<file path="config.mk">
export PLATFORM = sky130hd
export DESIGN_NAME = mac_array_flat
export DESIGN_NICKNAME = d
export VERILOG_FILES = /design/src/rtl/mac_pkg.sv /design/src/rtl/mac_array_if.sv /design/src/rtl/mac_lane.sv /design/src/rtl/mac_array.sv /design/src/flat_wrapper.sv
export SDC_FILE = /design/constraint.sdc
export NUM_CORES = 1
export LEC_CHECK = 0
export ABC_CLOCK_PERIOD_IN_PS = 5470
export CORE_MARGIN = 1
export CORE_UTILIZATION = 35
export DETAILED_ROUTE_END_ITERATION = 6
export GPL_TIMING_DRIVEN = 0
export HOLD_SLACK_MARGIN = 0.02
export PLACE_DENSITY = 0.62
export SLEW_MARGIN = 15
export SYNTH_ARGS = -nofsm -noshare
export SYNTH_HDL_FRONTEND = slang
export SYNTH_HIERARCHICAL = 1
export SYNTH_SLANG_ARGS = --single-unit
</file>
<file path="constraint.sdc">
create_clock -name clk -period 5.47 [get_ports clk]
set_input_delay 0.8205 -clock clk [delete_from_list [all_inputs] [get_ports clk]]
set_output_delay 0.8205 -clock clk [all_outputs]
set_load 0.005 [all_outputs]
</file>
<file path="src/rtl/mac_pkg.sv">
// Shared types and sizing for the four-lane MAC engine.
// Operand widths, loop lengths and the control state encoding.
package mac_pkg;
   localparam int DATA_W    = 8;
   localparam int K_LEN     = 8;
   localparam int N_COL     = 4;
   localparam int ACC_W     = 19;
   localparam int NUM_LANES = 4;
   localparam int COL_W     = 2;
   localparam int K_W       = 3;
   localparam int ADDR_W    = COL_W + K_W;

   typedef enum logic [1:0] {IDLE, FETCH, MAC, HOLD} state_t;

   // ROM layout is column-major: col*K_LEN + k
   function automatic logic [ADDR_W-1:0] coef_ad(input logic [COL_W-1:0] col,
                                                 input logic [K_W-1:0]   k);
      return {col, k};
   endfunction
endpackage

</file>
<file path="src/rtl/mac_array_if.sv">
// X buffer, coefficient ROM and result handshake bundle of the MAC engine.
// master = environment side, slave = mac_array.
interface mac_array_if;
   import mac_pkg::*;

   logic              start;
   logic [DATA_W-1:0] x_in1, x_in2, x_in3, x_in4;
   logic [DATA_W-1:0] coef_data;
   logic [ADDR_W-1:0] coef_addr;
   logic              x_shift;
   logic              res_valid;
   logic              res_ready;
   logic [COL_W-1:0]  res_col;
   logic [ACC_W-1:0]  res_data1, res_data2, res_data3, res_data4;
   logic              busy;
   logic              done;

   modport master (
      output start, x_in1, x_in2, x_in3, x_in4, coef_data, res_ready,
      input  coef_addr, x_shift, res_valid, res_col,
             res_data1, res_data2, res_data3, res_data4, busy, done
   );

   modport slave (
      input  start, x_in1, x_in2, x_in3, x_in4, coef_data, res_ready,
      output coef_addr, x_shift, res_valid, res_col,
             res_data1, res_data2, res_data3, res_data4, busy, done
   );
endinterface

</file>
<file path="src/rtl/mac_lane.sv">
// One unsigned 8x8 multiplier feeding a clearable accumulator.
module mac_lane
   import mac_pkg::*;
(
   input  logic              clk,
   input  logic              rst,
   input  logic              i_clr,
   input  logic              i_en,
   input  logic [DATA_W-1:0] i_x,
   input  logic [DATA_W-1:0] i_coef,
   output logic [ACC_W-1:0]  o_acc
);
   logic [2*DATA_W-1:0] w_prod;
   logic [ACC_W-1:0]    r_acc;

   assign w_prod = i_x * i_coef;
   assign o_acc  = r_acc;

   // 8 products of at most 255*255 fit in ACC_W, so no saturation
   always_ff @(posedge clk or posedge rst) begin
      if (rst)        r_acc <= '0;
      else if (i_clr) r_acc <= '0;
      else if (i_en)  r_acc <= r_acc + ACC_W'(w_prod);
   end
endmodule

</file>
<file path="src/rtl/mac_array.sv">
// Four-lane MAC engine: P = X(4x8) * A(8x4), one result column per pass.
// Holds the control FSM, col/k counters and ROM address generation.
module mac_array
   import mac_pkg::*;
(
   input  logic         clk,
   input  logic         rst,
   mac_array_if.slave   bus
);
   state_t                              r_state;
   logic [COL_W-1:0]                    r_col;
   logic [K_W-1:0]                      r_k;
   logic [ADDR_W-1:0]                   r_addr;
   logic                                r_shift;
   logic                                r_valid;
   logic                                r_busy;
   logic                                r_done;
   logic [NUM_LANES-1:0][DATA_W-1:0]    w_x;
   logic [NUM_LANES-1:0][ACC_W-1:0]     w_acc;
   logic                                w_clr;
   logic                                w_en;

   assign w_x   = {bus.x_in4, bus.x_in3, bus.x_in2, bus.x_in1};
   assign w_clr = (r_state == FETCH);
   assign w_en  = (r_state == MAC);

   for (genvar g = 0; g < NUM_LANES; g++) begin : g_lane
      mac_lane u_lane (
         .clk    (clk),
         .rst    (rst),
         .i_clr  (w_clr),
         .i_en   (w_en),
         .i_x    (w_x[g]),
         .i_coef (bus.coef_data),
         .o_acc  (w_acc[g])
      );
   end

   assign bus.coef_addr = r_addr;
   assign bus.x_shift   = r_shift;
   assign bus.res_valid = r_valid;
   assign bus.res_col   = r_col;
   assign bus.res_data1 = w_acc[0];
   assign bus.res_data2 = w_acc[1];
   assign bus.res_data3 = w_acc[2];
   assign bus.res_data4 = w_acc[3];
   assign bus.busy      = r_busy;
   assign bus.done      = r_done;

   // ROM has one cycle of latency, so the address always runs one k ahead
   always_ff @(posedge clk or posedge rst) begin
      if (rst) begin
         r_state <= IDLE;
         r_col   <= '0;
         r_k     <= '0;
         r_addr  <= '0;
         r_shift <= 1'b0;
         r_valid <= 1'b0;
         r_busy  <= 1'b0;
         r_done  <= 1'b0;
      end else begin
         r_done <= 1'b0;
         case (r_state)
            IDLE: begin
               r_k <= '0;
               if (bus.start) begin
                  r_state <= FETCH;
                  r_col   <= '0;
                  r_addr  <= coef_ad('0, '0);
                  r_busy  <= 1'b1;
               end
            end
            FETCH: begin
               r_state <= MAC;
               r_k     <= '0;
               r_addr  <= coef_ad(r_col, K_W'(1));
               r_shift <= 1'b1;
            end
            MAC: begin
               if (r_k == K_W'(K_LEN-1)) begin
                  r_state <= HOLD;
                  r_shift <= 1'b0;
                  r_valid <= 1'b1;
               end else begin
                  r_k    <= r_k + 1'b1;
                  r_addr <= coef_ad(r_col, (r_k >= K_W'(K_LEN-3)) ? K_W'(K_LEN-1)
                                                                  : r_k + K_W'(2));
               end
            end
            HOLD: begin
               if (bus.res_ready) begin
                  r_valid <= 1'b0;
                  if (r_col == COL_W'(N_COL-1)) begin
                     r_state <= IDLE;
                     r_col   <= '0;
                     r_addr  <= '0;
                     r_busy  <= 1'b0;
                     r_done  <= 1'b1;
                  end else begin
                     r_state <= FETCH;
                     r_col   <= r_col + 1'b1;
                     r_addr  <= coef_ad(r_col + 1'b1, '0);
                  end
               end
            end
            default: r_state <= IDLE;
         endcase
      end
   end
endmodule

</file>
<file path="src/flat_wrapper.sv">
// flat-port wrapper written by rule: the top's interface ports become plain ports
module mac_array_flat import mac_pkg::*;
  (clk, rst, bus_start, bus_x_in1, bus_x_in2, bus_x_in3, bus_x_in4, bus_coef_data, bus_res_ready, bus_coef_addr, bus_x_shift, bus_res_valid, bus_res_col, bus_res_data1, bus_res_data2, bus_res_data3, bus_res_data4, bus_busy, bus_done);
  mac_array_if bus_i ();
  input  logic clk;
  input  logic rst;
  input wire logic [$bits(bus_i.start)-1:0] bus_start;
  input wire logic [$bits(bus_i.x_in1)-1:0] bus_x_in1;
  input wire logic [$bits(bus_i.x_in2)-1:0] bus_x_in2;
  input wire logic [$bits(bus_i.x_in3)-1:0] bus_x_in3;
  input wire logic [$bits(bus_i.x_in4)-1:0] bus_x_in4;
  input wire logic [$bits(bus_i.coef_data)-1:0] bus_coef_data;
  input wire logic [$bits(bus_i.res_ready)-1:0] bus_res_ready;
  output wire logic [$bits(bus_i.coef_addr)-1:0] bus_coef_addr;
  output wire logic [$bits(bus_i.x_shift)-1:0] bus_x_shift;
  output wire logic [$bits(bus_i.res_valid)-1:0] bus_res_valid;
  output wire logic [$bits(bus_i.res_col)-1:0] bus_res_col;
  output wire logic [$bits(bus_i.res_data1)-1:0] bus_res_data1;
  output wire logic [$bits(bus_i.res_data2)-1:0] bus_res_data2;
  output wire logic [$bits(bus_i.res_data3)-1:0] bus_res_data3;
  output wire logic [$bits(bus_i.res_data4)-1:0] bus_res_data4;
  output wire logic [$bits(bus_i.busy)-1:0] bus_busy;
  output wire logic [$bits(bus_i.done)-1:0] bus_done;
  assign bus_i.start = bus_start;
  assign bus_i.x_in1 = bus_x_in1;
  assign bus_i.x_in2 = bus_x_in2;
  assign bus_i.x_in3 = bus_x_in3;
  assign bus_i.x_in4 = bus_x_in4;
  assign bus_i.coef_data = bus_coef_data;
  assign bus_i.res_ready = bus_res_ready;
  assign bus_coef_addr = bus_i.coef_addr;
  assign bus_x_shift = bus_i.x_shift;
  assign bus_res_valid = bus_i.res_valid;
  assign bus_res_col = bus_i.res_col;
  assign bus_res_data1 = bus_i.res_data1;
  assign bus_res_data2 = bus_i.res_data2;
  assign bus_res_data3 = bus_i.res_data3;
  assign bus_res_data4 = bus_i.res_data4;
  assign bus_busy = bus_i.busy;
  assign bus_done = bus_i.done;
  mac_array u_core (.clk(clk), .rst(rst), .bus(bus_i));
endmodule
</file>
# Word level (Yosys, flattened, before mapping)
# Index checks and enable logic that the tools add are counted.
[word_totals] mem_bits_ro=0 latchBits=0 ram_bits=0 memories=0 out_inout_bits=87 regBits=92
[classes] n_reduce_logical=13 shift=0 n_eq_ne=10 magnitude_cmp=1 n_addsub=7 multipliers=4 bitwise_logic=0 n_mux=37 div_mod_pow=0
[op_table] operator="2-to-1 mux 19 bit" count=8
[op_table] operator="adder 19 x 16 -> 19 bit" count=4
[op_table] operator="multiplier 8 x 8 -> 16 bit" count=4
[op_table] operator="2-to-1 mux 5 bit" count=4
[op_table] operator="case mux 5 bit (4 select lines)" count=1
[op_table] operator="2-to-1 mux 2 bit" count=6
[op_table] operator="AND reduction 3 bit" count=4
[op_table] operator="2-to-1 mux 1 bit" count=10
[op_table] operator="case mux 2 bit (4 select lines)" count=1
[op_table] operator="nonzero test 2 bit" count=4
[op_table] operator="equality test 2 bit (second input constant)" count=3
[op_table] operator="2-to-1 mux 3 bit" count=2
[op_table] operator="inequality test 2 bit (second input constant)" count=3
[op_table] operator="case mux 1 bit (2 select lines)" count=3
[op_table] operator="case mux 3 bit (2 select lines)" count=1
[op_table] operator="inequality test 2 x 1 -> 1 bit (second input constant)" count=2
[op_table] operator="case mux 2 bit (2 select lines)" count=1
[op_table] operator="AND reduction 2 bit" count=2
[op_table] operator="AND reduction 4 bit" count=1
[op_table] operator="adder 3 x 1 -> 3 bit (second input constant)" count=1
[op_table] operator="adder 3 x 2 -> 3 bit (second input constant)" count=1
[op_table] operator="equality test 3 bit (second input constant)" count=1
[op_table] operator="greater-or-equal comparator 3 bit (second input constant)" count=1
[op_table] operator="adder 2 x 1 -> 2 bit (second input constant)" count=1
[op_table] operator="other kinds (3)" count=3

# Logic depth before layout (Yosys ltp)
# Gate-level depths: netlist of run 1.
[logic_depth] depth_word=4 depth_mapped=17

# Cells and area by module
# The synthesis of run 1 kept the hierarchy.
[modules_own_cells] mod="mac_lane (u_core.g_lane[3].u_lane)" area_per_inst_um2=3593.4 seq_area_each_um2=475.5 instances=1 cells_per_inst=410
[modules_own_cells] mod="mac_lane (u_core.g_lane[2].u_lane)" area_per_inst_um2=3533.4 seq_area_each_um2=475.5 instances=1 cells_per_inst=399
[modules_own_cells] mod="mac_lane (u_core.g_lane[0].u_lane)" area_per_inst_um2=3493.4 seq_area_each_um2=475.5 instances=1 cells_per_inst=402
[modules_own_cells] mod="mac_lane (u_core.g_lane[1].u_lane)" area_per_inst_um2=3493.4 seq_area_each_um2=475.5 instances=1 cells_per_inst=399
[modules_own_cells] mod="mac_array" area_per_inst_um2=974.7 seq_area_each_um2=400.4 instances=1 cells_per_inst=96

# Worst setup path after synthesis of run 1
# Ideal clock, no wire load.
[synth_timing] kind="input port to flip-flop" start="input port bus_coef_data[1]" end="register u_core.g_lane[1].u_lane.r_acc[13]" cell_stages=16 path_buffers=1 required_time_ns=5.332 slack_ns=0.562 arrival_ns=4.769 cell_sequence="clkbuf_1 > nand2_1 > fa_1 > inv_1 > fa_1 > inv_1 > fa_1 > fa_1 > inv_1 > ha_1 > nand2_1 > o211a_1 > nor3_1 > o21ai_1 > nor4bb_1 > or4_1"
[synth_between] elab_chain_cells=4
[synth_rtl] element="from (decl)" line="flat_wrapper.sv:12" source="input wire logic [$bits(bus_i.coef_data)-1:0] bus_coef_data;"
[synth_rtl] element="multiplier 8 x 8 -> 16 bit" line="mac_lane.sv:16" source="assign w_prod = i_x * i_coef;"
[synth_rtl] element="adder 19 x 16 -> 19 bit" line="mac_lane.sv:23" source="else if (i_en) r_acc <= r_acc + ACC_W'(w_prod);"
[synth_rtl] element="2-to-1 mux 19 bit" line="mac_lane.sv:23"
[synth_rtl] element="2-to-1 mux 19 bit" line="mac_lane.sv:22" source="else if (i_clr) r_acc <= '0;"
[synth_rtl] element="to (signal assigned)" line="mac_lane.sv:23"
[synth_rtl] element="to (decl)" line="mac_lane.sv:14" source="logic [ACC_W-1:0] r_acc;"
# No other way between the ends. The select of a mux whose other input is x is not followed.
# A chain may end at the register's enable or synchronous reset.

# Worst setup path after layout of run 1
[layout_timing] start="input port bus_x_in1[3]" end="register u_core.g_lane[0].u_lane.r_acc[16]"
[layout_between] elab_chain_cells=4
[layout_rtl] element="from (decl)" line="flat_wrapper.sv:8" source="input wire logic [$bits(bus_i.x_in1)-1:0] bus_x_in1;"
[layout_rtl] element="multiplier 8 x 8 -> 16 bit" line="mac_lane.sv:16"
[layout_rtl] element="adder 19 x 16 -> 19 bit" line="mac_lane.sv:23"
[layout_rtl] element="2-to-1 mux 19 bit" line="mac_lane.sv:23"
[layout_rtl] element="2-to-1 mux 19 bit" line="mac_lane.sv:22"
[layout_rtl] element="to (signal assigned)" line="mac_lane.sv:23"
[layout_rtl] element="to (decl)" line="mac_lane.sv:14"
# No other way between the ends. The select of a mux whose other input is x is not followed.

==> results.yml, run 1 <==
yosys:
  synth_cells: 1706
  synth.largest_area_cell: "fa_1"
  synth_ff_type: "dfrtp_1"
  synthesis.nets: 2125
  synth_enable_flop_cells: 0
  ys_types: 92
  muxShareOfSynthArea: 0.02927
  synth_warnings: 6
  synth-seq-area-share: 0.1526
  yosysTopAreaCellShare: 0.2654
  synthTopCellsByArea: "fa_1, dfrtp_1, ha_1"
  synth-adder-area-share: 0.4105
  syn_area_sq_mm: 0.01509
  synth_top_family_by_area: "adder cells"
  async_reset_ff_frac: 1.000
  synthXorXnorAreaFrac: 0.01625
  avgSynthCellArea_sq_um: 8.844
  yosys.area_share.simple: 0.1743
  synth_seq_cells: 92
  synth-compound-area-share: 0.1061
drt:
  routedWlPerCell_um: 15.51
  antenna_left: 0
  first_pass_iters: 5
  drc: 0
  finalWirelength_um: 37110
  viasPerCell: 4.968
  dr.first_iter.drc_count: 693
  vias: 11884
cts:
  cts_tree: "done"
  clock_latency_ps: 400
  h-tree-depth: 3
  numCtsBuffers: 9
  clk_pin_slew_ps: 70
  ctsLongestPathBuffers: 2
  hold_buffers: 0
  clock_sinks: 92
  cts-root-buf: "clkbuf_16"
die:
  start_util: 0.3573
  ios: 131
  dieArea_sq_mm: 0.04394
  die_w_um: 209.6
  core-area_sq_mm: 0.04223
  fp-row-count: 75
  chipHeight_um: 209.6
worst_setup_path:
  worstRegToRegCells: 15
  critical_path_class: "primary input to flop"
  crit_path_max_incr_delay_ps: 590
  critPathArrivalTime_ps: 5510
  r2r_end: "u_core/g_lane[1].u_lane/o_acc[13]"
  crit_fanout: 8
  end_kind: "flop"
  crit_chain: "clkdlybuf4s50_1, and2_1, fa_1, fa_1, fa_1, inv_1, fa_1, inv_1, ha_1, a21oi_1, a21oi_1, a211oi_4, a2111oi_1, or3_1"
  critPathSlowestCell: "clkdlybuf4s50_1"
  crit_path_start_kind: "primary input"
  cp.required_ps: 5740
  timing.critical_path.mode_cell: "fa_1"
  reg2reg_from: "u_core/g_lane[1].u_lane/o_acc[6]"
  r2r_setup_slack_ps: 930
timing:
  rsz0062_at_grt: "false"
  relSlewSlack: 0.2437
  timing.final.crit_share: 0.9583
  worst_pin_slew_ps: 1134
  finalMaxSlewViolations: 0
  fin_ws_ps: 228.0
  finalSetupViolCount: 0
  period_minus_slack_ps: 5242
  max_freq_mhz: 190.8
  finalHoldViolCount: 0
  skew_ps: 13.86
layout:
  final_cell_mix: "inv_1, fa_1, ha_1"
  nFillCells: 4269
  final_area_sq_mm: 0.01736
  drive_above_1_share: 0.03836
  area_delta_synth_final_pct: 15.08
  final_common_cell: "inv_1"
  final_net_count: 2265
place:
  place_area_sq_mm: 0.01704
  place_ws_ps: -350.5
  dp.final_hpwl_um: 29370
  io_buffers: 128
  routabilityCongestion: 0.8491
global_routing:
  grt_antenna_before_repair: 1
  grt_max_degree: 33
  grt_pass1_vias: 12630
  grt-ovfl-total: 0
  grt_use_total: 0.1792
  grt_first_pass_wirelength_um: 63090
hold_path:
  min_path_cells: 1
  holdPathEnd: "u_core/bus.coef_addr[3]"
  min-delay-start: "u_core/bus.coef_addr[3]"
  hold_path.class: "flop to flop"
pwr:
  power.switching_mw: 4.625
  peakVddDrop_mv: 0.2567
  internal_power_mw: 4.228
  power_density_mw_per_mm2: 509.8
  p_comb_frac: 0.803
  p_clk_frac: 0.071
  seq_power_share: 0.126
  sw_frac_of_total: 0.5224
  p_leak_nw: 8.945
job:
  max_cap_viol_count: 0
status:
  status: "finished clean"
==> flip-flops by register name, summed over array words and instances, names as in the netlist <==
register	cells
u_core/bus.done	1
u_core/g_lane.u_lane/o_acc	76
u_core/bus.busy	1
u_core/bus.res_valid	1
u_core/bus.res_col	2
u_core/r_k	3
u_core/bus.x_shift	1
u_core/bus.coef_addr	5
u_core/r_state	2
==> metrics by stage <==
stage	setup TNS (ps)	hold WS [ps]	utilization	std cells	total power, mW
after floorplan	0	488.9	-	1706	6.391
after global placement	-39990	479.7	0.4036	2373	8.075
after detailed placement	-2606	492.0	0.4036	2374	8.202
after CTS	0	511.7	0.4102	2390	8.912
after global routing	0	536.7	0.4111	2390	9.959
final	0	506.8	0.4112	2392	8.852
==> cell families (layout without fill, tap and decap cells) <==
kind of cell    count (synthesis)  count (layout)
compound gates                224             224
xor+xnor                       28              28
fa+ha+maj                     375             375
buf+inv                       439             584
flops                          92              92
mux                            42              42
other cells                     0               2
simple gates                  506             506
==> routing by layer <==
layer	track usage	part of all wire	up-vias
met4	0.05915	0.020	0
met2	0.2971	0.47	253
met3	0.02499	0.042	38
met5	0	0	-
li1	-	-	5667
met1	0.2404	0.47	5926
==> cell type report <==
cell class              count  area [sq um]  share of cell area
clock buffers              11         242.7             0.01398
inverters                 404          1516             0.08733
diodes                      2         5.005           0.0002882
multi-input cells        1175         11120              0.6403
flip-flops and latches     92          2302              0.1326
plain buffers              35         158.9            0.009151
repair buffers            129          1309             0.07537
clock inverters             5         37.54            0.002162
well taps                 539         674.4             0.03884
==> worst max-delay path, delay by kind of cell <==
family          cells  cell delay (ps)
fa+ha+maj           5             2440
simple gates        2              680
buf+inv             3              690
compound gates      4              890
==> synthesized netlist by cell type, drive strengths merged (4+ instances only) <==
cell type and instances:
nand4b 6, nand3b 5, o21bai 6, o21a 6, a211oi 12, a31oi 6
buf 10, nor2b 12, or3 8, ha 175, a211o 6, a21o 23
a21oi 65, o21ai 41, clkbuf 25, nand2 167, dfrtp 92, fa 200
o22ai 7, o311ai 5, and3 8, nor3 13, xnor2 20, nor3b 7
and4 4, nand2b 10, mux2 8, nand4 6, xor2 8, and2 145
inv 403, nor4b 4, a22o 4, o211ai 8, a2111oi 5, nand3 24
or4b 4, nor2 75, mux2i 34
==> power by group through the flow <==
stage / logic [mW] / clock network, mW / registers, mW
final: 7.11 / 0.627 / 1.11
after global routing: 8.13 / 0.681 / 1.14
after CTS: 7.13 / 0.659 / 1.12
after detailed placement: 7.07 / 0 / 1.13
after global placement: 6.94 / 0 / 1.13
after floorplan: 5.32 / 0 / 1.07
==> what timing repair did <==
item / 4_1_cts / 5_1_grt
gates resized for setup: 0 / 14
buffers inserted: 0 / 0
setup endpoints to repair: 0 / 7
==> worst max path at each step <==
stage | startpoint | to | slack, ps | cells past startpoint
global route | bus_x_in3[6] | u_core/g_lane[2].u_lane/o_acc[18] | 2 | 16
global placement | bus_coef_data[2] | u_core/g_lane[1].u_lane/o_acc[18] | -1210 | 16
floorplan | bus_coef_data[1] | u_core/g_lane[1].u_lane/o_acc[13] | 560 | 16
finish | bus_x_in1[3] | u_core/g_lane[0].u_lane/o_acc[16] | 230 | 14
CTS | bus_x_in2[1] | u_core/g_lane[1].u_lane/o_acc[18] | 90 | 15
detailed placement | bus_x_in2[1] | u_core/g_lane[1].u_lane/o_acc[18] | -350 | 15
Power figures use the tool's default switching activity.
==> run 2, diff against run 1 <==
--- a/config.mk
+++ b/config.mk
@@ -17,3 +17,4 @@
 export SYNTH_HDL_FRONTEND = slang
 export SYNTH_HIERARCHICAL = 1
 export SYNTH_SLANG_ARGS = --single-unit
+export TNS_END_PERCENT = 20
==> results of run 2 <==
The final DEF is identical to that of run 1; final timing and power are the same.
==> run 3, diff against run 2 <==
--- a/config.mk
+++ b/config.mk
@@ -6,6 +6,7 @@
 export NUM_CORES = 1
 export LEC_CHECK = 0
 export ABC_CLOCK_PERIOD_IN_PS = 5470
+export CORE_ASPECT_RATIO = 1.75
 export CORE_MARGIN = 1
 export CORE_UTILIZATION = 35
 export DETAILED_ROUTE_END_ITERATION = 6
==> results.yml, run 3 (same netlist as run 1, synthesis figures left out) <==
status:
  status: "finished clean"
worst_setup_path:
  crit_fanout: 8
  critPathArrivalTime_ps: 5560
  worstRegToRegCells: 15
  cp.required_ps: 5720
  crit_path_start_kind: "primary input"
  critical_path_class: "primary input to flop"
  end_kind: "flop"
layout:
  instances_no_fill: 2412
  insertedDiodeCount: 0
  nFillCells: 4244
  final_area_sq_mm: 0.01741
  utilization: 0.4093
  largest_register_ffs: 76
  final_net_count: 2265
  area_delta_synth_final_pct: 15.39
  drive_above_1_share: 0.03890
  final_cell_mix: "inv_1, fa_1, ha_1"
  final_common_cell: "inv_1"
die:
  core-area_sq_mm: 0.04254
  chipHeight_um: 276.7
  dieArea_sq_mm: 0.04398
  start_util: 0.3547
  ios: 131
  fp-row-count: 100
  die_w_um: 159.0
timing:
  finalMaxSlewViolations: 0
  finalHoldViolCount: 0
  skew_ps: 10.68
  hold_slack_ps: 502.3
  period_minus_slack_ps: 5301
  rsz0062_at_grt: "false"
  finalSetupViolCount: 0
  relSlewSlack: 0.2743
  max_freq_mhz: 188.6
  timing.final.crit_share: 0.9692
  worst_pin_slew_ps: 1089
place:
  routabilityCongestion: 0.8922
  io_buffers: 128
  placedCellCount: 2396
  place_area_sq_mm: 0.01707
  dp.final_hpwl_um: 32170
drt:
  finalWirelength_um: 40110
  drc: 0
  first_pass_iters: 6
  vias: 12026
  routedWlPerCell_um: 16.63
  viasPerCell: 4.986
  dr.first_iter.drc_count: 484
  antenna_left: 0
pwr:
  p_clk_frac: 0.078
  peakVddDrop_mv: 0.2719
  internal_power_mw: 4.281
  power_density_mw_per_mm2: 522.0
  power.switching_mw: 4.806
  p_comb_frac: 0.800
  p_leak_nw: 8.988
  seq_power_share: 0.123
  sw_frac_of_total: 0.5289
cts:
  clock_sinks: 92
  cts-root-buf: "clkbuf_16"
  clk_pin_slew_ps: 80
  ctsLongestPathBuffers: 2
  numCtsBuffers: 9
  h-tree-depth: 3
  cts_tree: "done"
  postCtsSetupBuffers: 0
  hold_buffers: 0
  clock_latency_ps: 370
global_routing:
  grt_pass1_vias: 13111
  grt_first_pass_wirelength_um: 66900
  grt_antenna_before_repair: 0
  grt_use_total: 0.1915
  grt-ovfl-total: 0
  grt_max_degree: 33
job:
  max_cap_viol_count: 0
hold_path:
  min_path_cells: 1
  hold_path.class: "flop to flop"
==> run 3: cell type report <==
class	instances	area, sq um	area share
clock buffers	9	225.2	0.01294
flip-flops and latches	92	2302	0.1322
well taps	561	701.9	0.04032
plain buffers	35	158.9	0.009127
multi-input cells	1175	11120	0.6386
inverters	404	1516	0.08710
repair buffers	129	1308	0.07510
clock inverters	7	80.08	0.004599
==> run 3: layer usage <==
metal,wire length [um],track usage
met2,23140,0.3834
met3,1150,0.02336
met4,1405,0.08136
met1,14410,0.1949
met5,0,0
==> run 3: worst paths after layout <==
path | from | endpoint | slack (ps)
worst max-delay path | bus_x_in1[3] | u_core/g_lane[0].u_lane/o_acc[16] | 170
worst min register to register | u_core/bus.coef_addr[3] | u_core/bus.coef_addr[3] | 500
worst min-delay path | u_core/bus.coef_addr[3] | u_core/bus.coef_addr[3] | 500
min in group asynchronous | rst | u_core/bus.coef_addr[0] | 1270
max in group asynchronous | rst | u_core/g_lane[2].u_lane/o_acc[15] | 3470
worst max register to register | u_core/g_lane[1].u_lane/o_acc[7] | u_core/g_lane[1].u_lane/o_acc[17] | 910
==> run 3: through the flow <==
step / setup WS, ps / power (mW) / setup TNS, ps
after floorplan: 562.3 / 6.391 / 0
after global placement: -1293 / 8.184 / -42990
after detailed placement: -1108 / 8.342 / -29490
after CTS: 18.26 / 9.139 / 0
after global routing: 8.916 / 10.15 / 0
final: 168.7 / 9.088 / 0
==> run 3: worst max-delay path: stages <==
cell and delay [ps]:
clkdlybuf4s50_1 610, and2_1 280, fa_1 490, fa_1 530, fa_1 550, inv_1 60
fa_1 540, inv_1 40, ha_1 340, a21oi_1 260, a21oi_1 140, a211oi_4 360
a2111oi_1 130, or3_1 390
==> run 3: timing repair <==
action / CTS / global route
endpoints found under the hold margin: 0 / 0
endpoints found under the setup margin: 39 / 11
resized for setup: 6 / 17
==> run 3: power groups by stage <==
stage | clock, mW | sequential, mW | combinational, mW
floorplan | 0 | 1.07 | 5.32
global placement | 0 | 1.14 | 7.05
detailed placement | 0 | 1.14 | 7.20
CTS | 0.738 | 1.13 | 7.27
global route | 0.746 | 1.15 | 8.26
finish | 0.706 | 1.12 | 7.27
==> patch 1: new RTL, settings of run 1 <==
`K_W`: 3 -> 6.
--- a/src/rtl/mac_pkg.sv
+++ b/src/rtl/mac_pkg.sv
@@ -7,7 +7,7 @@
    localparam int ACC_W     = 19;
    localparam int NUM_LANES = 4;
    localparam int COL_W     = 2;
-   localparam int K_W       = 3;
+   localparam int K_W       = 6;
    localparam int ADDR_W    = COL_W + K_W;
 
    typedef enum logic [1:0] {IDLE, FETCH, MAC, HOLD} state_t;
Interface: changed (resized bus_coef_addr); port bits go from 131 to 134. The function was not compared with the original's and may differ.
==> patch 1 against run 1 <==
Worst setup slack better by 0.0099 ns. Wire length up 3.6%. Synthesized area up 1.6%. Sequential cell count up 6. Hold slack worse by 0.010 ns. Total power down 2.6%. Cell area up 2.0%. Largest cell class unchanged.
==> patch 1: results (changes against run 1) <==
- Outcome: completed (unchanged).
- The flip-flop count of the largest register after layout came to 76 (unchanged).
- The filler cell count is 4452 (was 4269).
- The worst setup skew after layout is 0.00802 ns (was 0.0139 ns).
- The portion of the layout cell area used by non-clock buffers is 8.37% (was 8.45%).
- The main flop type after synthesis is dfrtp_1 (unchanged).
- The worst supply voltage drop on vdd is 243 µV (was 257 µV).
- The later pin in the worst-skew pair is clocked with a latency of 0.39 ns.
- The overall routed net length came to 38500 µm (was 37100 µm).
- The area taken by flip-flops and latches was 0.00245 mm² (was 0.00230 mm²).
- The first-pass iteration count of the detailed router came to 7 (was 5).
- The pre-CTS setup slack is -0.435 ns (was -0.351 ns).
- The number of antenna repair diodes is 0 (was 2).
- The via count of the first global-routing pass is 12700 (was 12600).
- The number of flip-flops and latches in the synthesized netlist was 98 (was 92).
- The sum of net half-perimeters after detailed placement is 29700 µm (was 29400 µm).
- The detailed router's first-iteration violation count was 631 (was 693).
- Cell types with the highest counts after synthesis: 407 x inv_1, 200 x fa_1, 175 x ha_1, 166 x nand2_1, 148 x and2_1 (was 403 x inv_1, 200 x fa_1, 175 x ha_1, 165 x nand2_1, 145 x and2_1).
- The final-layout clock buffer total came to 12 (was 11).
- The final weighted congestion in routability-driven placement is 0.853 (was 0.849).
- The leakage power summed over all cells came to 9.11 nW (was 8.95 nW).
- The count of input and output buffers is 131 (was 128).
- The number of buffers created by CTS came to 9 (unchanged).
- The layout cell share with drive strength beyond 1 was 3.78% (was 3.84%).
- The number of antenna violations at the first check in global routing is 0 (was 1).
- The depth of the CTS H-tree is 3 (unchanged).
- The count of inverters not on the clock network in the layout is 408 (was 404).
- Top post-synthesis cells by area: fa_1 26%, dfrtp_1 16%, ha_1 14% (was fa_1 27%, dfrtp_1 15%, ha_1 15%).
- The measured slew at the worst slew-check pin is 1.08 ns (was 1.13 ns).
- The pin count of the biggest net entering global routing is 33 (unchanged).
- The number of nets in the layout is 2291 (was 2265).
- The stage delay of the slowest cell on the critical path is 0.62 ns (was 0.59 ns).
- The library cell contributing the largest single delay on the critical path was clkdlybuf4s50_1 (unchanged).
- The number of vias per cell after detailed routing was 4.95 (was 4.97).
- The unique cell type count in the Yosys netlist is 93 (was 92).
- The total number of yosys warnings came to 6 (unchanged).
- The total routing resource utilization after global routing is 18.3% (was 17.9%).
- The first-pass GRT wire length is 64800 µm (was 63100 µm).
- The multi-input combinational gate total is 1189 (was 1175).
- The number of buffers on the longest clock path is 2 (unchanged).
- The area fraction of clock buffers and clock inverters is 1.81% (was 1.61%).
- The net count of the mapped netlist was 2149 (was 2125).
- The multi-input logic portion of the cell area is 63.2% (was 64.0%).
- The data arrival time of the worst path is 5.50 ns (was 5.51 ns).
- The number of non-clock buffers is 166 (was 164).
- The share of the yosys chip area belonging to registers is 16.0% (was 15.3%).
[patch 1: power breakdown]
part	leakage (nW)	switching, W	internal (W)
Combinational	7.65	0.00392	0.00284
Clock	0.157	0.000326	0.000415
Sequential	1.30	0.000191	0.000930
Total	9.11	0.00443	0.00418
[patch 1: cell families (layout without fill, tap and decap cells)]
family | count (synthesis) | count (layout) | share of synthesized area [%]
compound gates | 235 | 235 | 11.0
xor+xnor | 28 | 28 | 1.60
fa+ha+maj | 375 | 375 | 40.4
buf+inv | 443 | 590 | 11.0
flops | 98 | 98 | 16.0
mux | 40 | 40 | 2.67
simple gates | 511 | 511 | 17.3
[patch 1: worst paths after layout]
path,slack [ns],cells after the start,start,endpoint
min in group asynchronous,1.40,2,rst,u_core/g_lane[1].u_lane/o_acc[13]$_DFFE_PP0P_
max in group asynchronous,3.50,2,rst,u_core/bus.coef_addr[3]$_DFFE_PP0P_
min reg2reg,0.50,1,u_core/bus.coef_addr[5]$_DFFE_PP0P_,u_core/bus.coef_addr[5]$_DFFE_PP0P_
max reg2reg,0.84,15,u_core/g_lane[1].u_lane/o_acc[6]$_DFFE_PP0P_,u_core/g_lane[1].u_lane/o_acc[13]$_DFFE_PP0P_
max,0.24,15,bus_x_in3[2],u_core/g_lane[2].u_lane/o_acc[18]$_DFFE_PP0P_
min,0.50,1,u_core/bus.coef_addr[5]$_DFFE_PP0P_,u_core/bus.coef_addr[5]$_DFFE_PP0P_
[patch 1: what timing repair did]
action | CTS | global route
resized for setup | 1 | 19
setup endpoints to repair | 1 | 7
pin swaps | 0 | 0
[patch 1: stage by stage]
stage	setup TNS, ns	std cells	power [W]	hold WS (ns)	instance area (µm²)
floorplan	0	1730	0.00615	0.478	15300
global placement	-38.15	2446	0.00775	0.475	17400
detailed placement	-3.38	2446	0.00786	0.484	17300
CTS	0	2462	0.00869	0.507	17700
global route	0	2462	0.00969	0.525	17700
finish	0	2462	0.00862	0.496	17700
[patch 1: worst max-delay path: cells and delay by family]
| family | cells | cell delay, ns |
|---|---|---|
| multiplexers | 1 | 0.35 |
| AND/OR/NAND/NOR | 2 | 0.56 |
| buffers and inverters | 3 | 0.71 |
| adder cells (fa/ha/maj) | 5 | 2.31 |
| AO/OA/AOI/OAI | 4 | 0.75 |
[patch 1: routing by layer]
layer | routed length, µm | global-route usage [%]
met2 | 18300 | 30.8
met5 | 0 | 0
met4 | 658 | 5.45
met1 | 17900 | 24.4
met3 | 1620 | 2.56
==> patch 2: new RTL, settings of run 1 <==
Without the edit above. The 4 states of `state_t` get a one-hot encoding in 4 bits.
--- a/src/rtl/mac_pkg.sv
+++ b/src/rtl/mac_pkg.sv
@@ -10,7 +10,7 @@
    localparam int K_W       = 3;
    localparam int ADDR_W    = COL_W + K_W;
 
-   typedef enum logic [1:0] {IDLE, FETCH, MAC, HOLD} state_t;
+   typedef enum logic [3:0] {IDLE = 4'b0001, FETCH = 4'b0010, MAC = 4'b0100, HOLD = 4'b1000} state_t;
 
    // ROM layout is column-major: col*K_LEN + k
    function automatic logic [ADDR_W-1:0] coef_ad(input logic [COL_W-1:0] col,
Check against the original RTL: no difference found for any inputs over 10 cycles, from zero or initial values and one cycle with rst high; not proved beyond that.
==> patch 2 against run 1 <==
Sequential cell count increased by 2. Hold slack got worse by 0.0064 ns. Critical path type unchanged. Wire length increased by 2.6%. Highest routed layer unchanged. Global-route usage increased by 0.44 points. Cell area increased by 0.69%. Via count increased by 1.5%. Total power decreased by 4.4%. First-iteration DRC count decreased by 14%. Worst setup slack got worse by 0.019 ns. Synthesized area increased by 0.41%.
==> patch 2: results (changes against run 1) <==
- Outcome: completed (unchanged).
- The pre-CTS setup slack came to -0.413 ns (was -0.351 ns).
- The detailed router's first-iteration violation count is 596 (was 693).
- The total routing resource utilization after global routing was 18.4% (was 17.9%).
- The total placed instance area is 0.0171 mm² (was 0.0170 mm²).
- The overall routed net length is 38100 µm (was 37100 µm).
- Top post-synthesis cells by area: fa_1 26%, dfrtp_1 15%, ha_1 14% (was fa_1 27%, dfrtp_1 15%, ha_1 15%).
- The first-pass GRT wire length is 64600 µm (was 63100 µm).
- The met1 track demand over resource is 24.1% (was 24.0%).
- The worst hold endpoint is u_core/bus.x_shift$_DFFE_PP0P_ (was u_core/bus.coef_addr[3]$_DFFE_PP0P_).
- The filler cell count is 4273 (was 4269).
- The launch point of the worst path is bus_x_in3[6] (was bus_x_in1[3]).
- The relative slew slack came to 30.3% (was 24.4%).
- The power consumed by the clock network is 0.000719 W (was 0.000627 W).
- The routed via count was 12100 (was 11900).
- The post-placement cell count is 2418 (was 2374).
- The net load switching power was 0.00436 W (was 0.00462 W).
- The stage delay of the slowest cell on the critical path came to 0.72 ns (was 0.59 ns).
- The average detailed-routed wire length per instance is 15.6 µm (was 15.5 µm).
- The hold path startpoint is u_core/bus.x_shift$_DFFE_PP0P_ (was u_core/bus.coef_addr[3]$_DFFE_PP0P_).
- The met2 global-route usage is 30.8% (was 29.7%).
- The post-route core utilization is 41.3% (was 41.1%).
- The worst setup skew after layout is 0.0131 ns (was 0.0139 ns).
- The share of the yosys chip area belonging to registers is 15.5% (was 15.3%).
- The worst reg-to-reg setup slack was 0.88 ns (was 0.93 ns).
- The number of nets in the layout is 2264 (was 2265).
- The met3 global-route usage is 2.53% (was 2.50%).
- The average size of a mapped cell is 8.84 µm² (about the same).
- The worst supply voltage drop on vdd is 267 µV (was 257 µV).
- The number of antenna repair diodes came to 0 (was 2).
- The final weighted congestion in routability-driven placement came to 0.886 (was 0.849).
- The layout cell share with drive strength beyond 1 is 4.04% (was 3.84%).
- The leakage power summed over all cells is 8.99 nW (was 8.95 nW).
[patch 2: cell count changes after synthesis, moves of 3 or more]
cell and change:
nor2_1 +5, nor3b_1 +3, ha_1 -7, inv_1 +5, nand2_1 -3, o21ai_1 -3
[patch 2: routing by layer]
| layer | wire length [µm] | vias to the layer above |
|---|---|---|
| met5 | 0 | - |
| met4 | 845 | 0 |
| met3 | 1610 | 48 |
| met2 | 18200 | 298 |
| met1 | 17400 | 6033 |
| li1 | - | 5680 |
[patch 2: layout make-up]
class / count / area share, %
multi-input cells: 1173 / 63.4
plain buffers: 37 / 1.02
inverters: 409 / 8.78
well taps: 577 / 4.13
repair buffers: 128 / 7.39
flip-flops and latches: 94 / 13.5
clock buffers: 10 / 1.37
clock inverters: 6 / 0.444
[patch 2: repair_timing]
item,CTS,global route
setup endpoints to repair,0,8
hold buffers,0,0
resized for setup,0,18
buffers inserted,0,0
[patch 2: worst max path at each step]
stage	slack (ns)	endpoint	cells past startpoint
finish	0.21	u_core/g_lane[2].u_lane/o_acc[18]$_DFFE_PP0P_	16
global route	0.001	u_core/g_lane[2].u_lane/o_acc[18]$_DFFE_PP0P_	16
CTS	0.001	u_core/g_lane[1].u_lane/o_acc[18]$_DFFE_PP0P_	15
detailed placement	-0.41	u_core/g_lane[1].u_lane/o_acc[18]$_DFFE_PP0P_	15
global placement	-1.23	u_core/g_lane[1].u_lane/o_acc[18]$_DFFE_PP0P_	16
floorplan	0.56	u_core/g_lane[1].u_lane/o_acc[13]$_DFFE_PP0P_	16
[patch 2: cells by family after synthesis]
group	Yosys count	synth area share, %
adder cells (fa/ha/maj)	368	40.3
AND/OR/NAND/NOR	509	17.4
XOR/XNOR	30	1.73
AO/OA/AOI/OAI	223	10.7
multiplexers	43	2.98
buffers and inverters	446	11.3
flip-flops	94	15.5
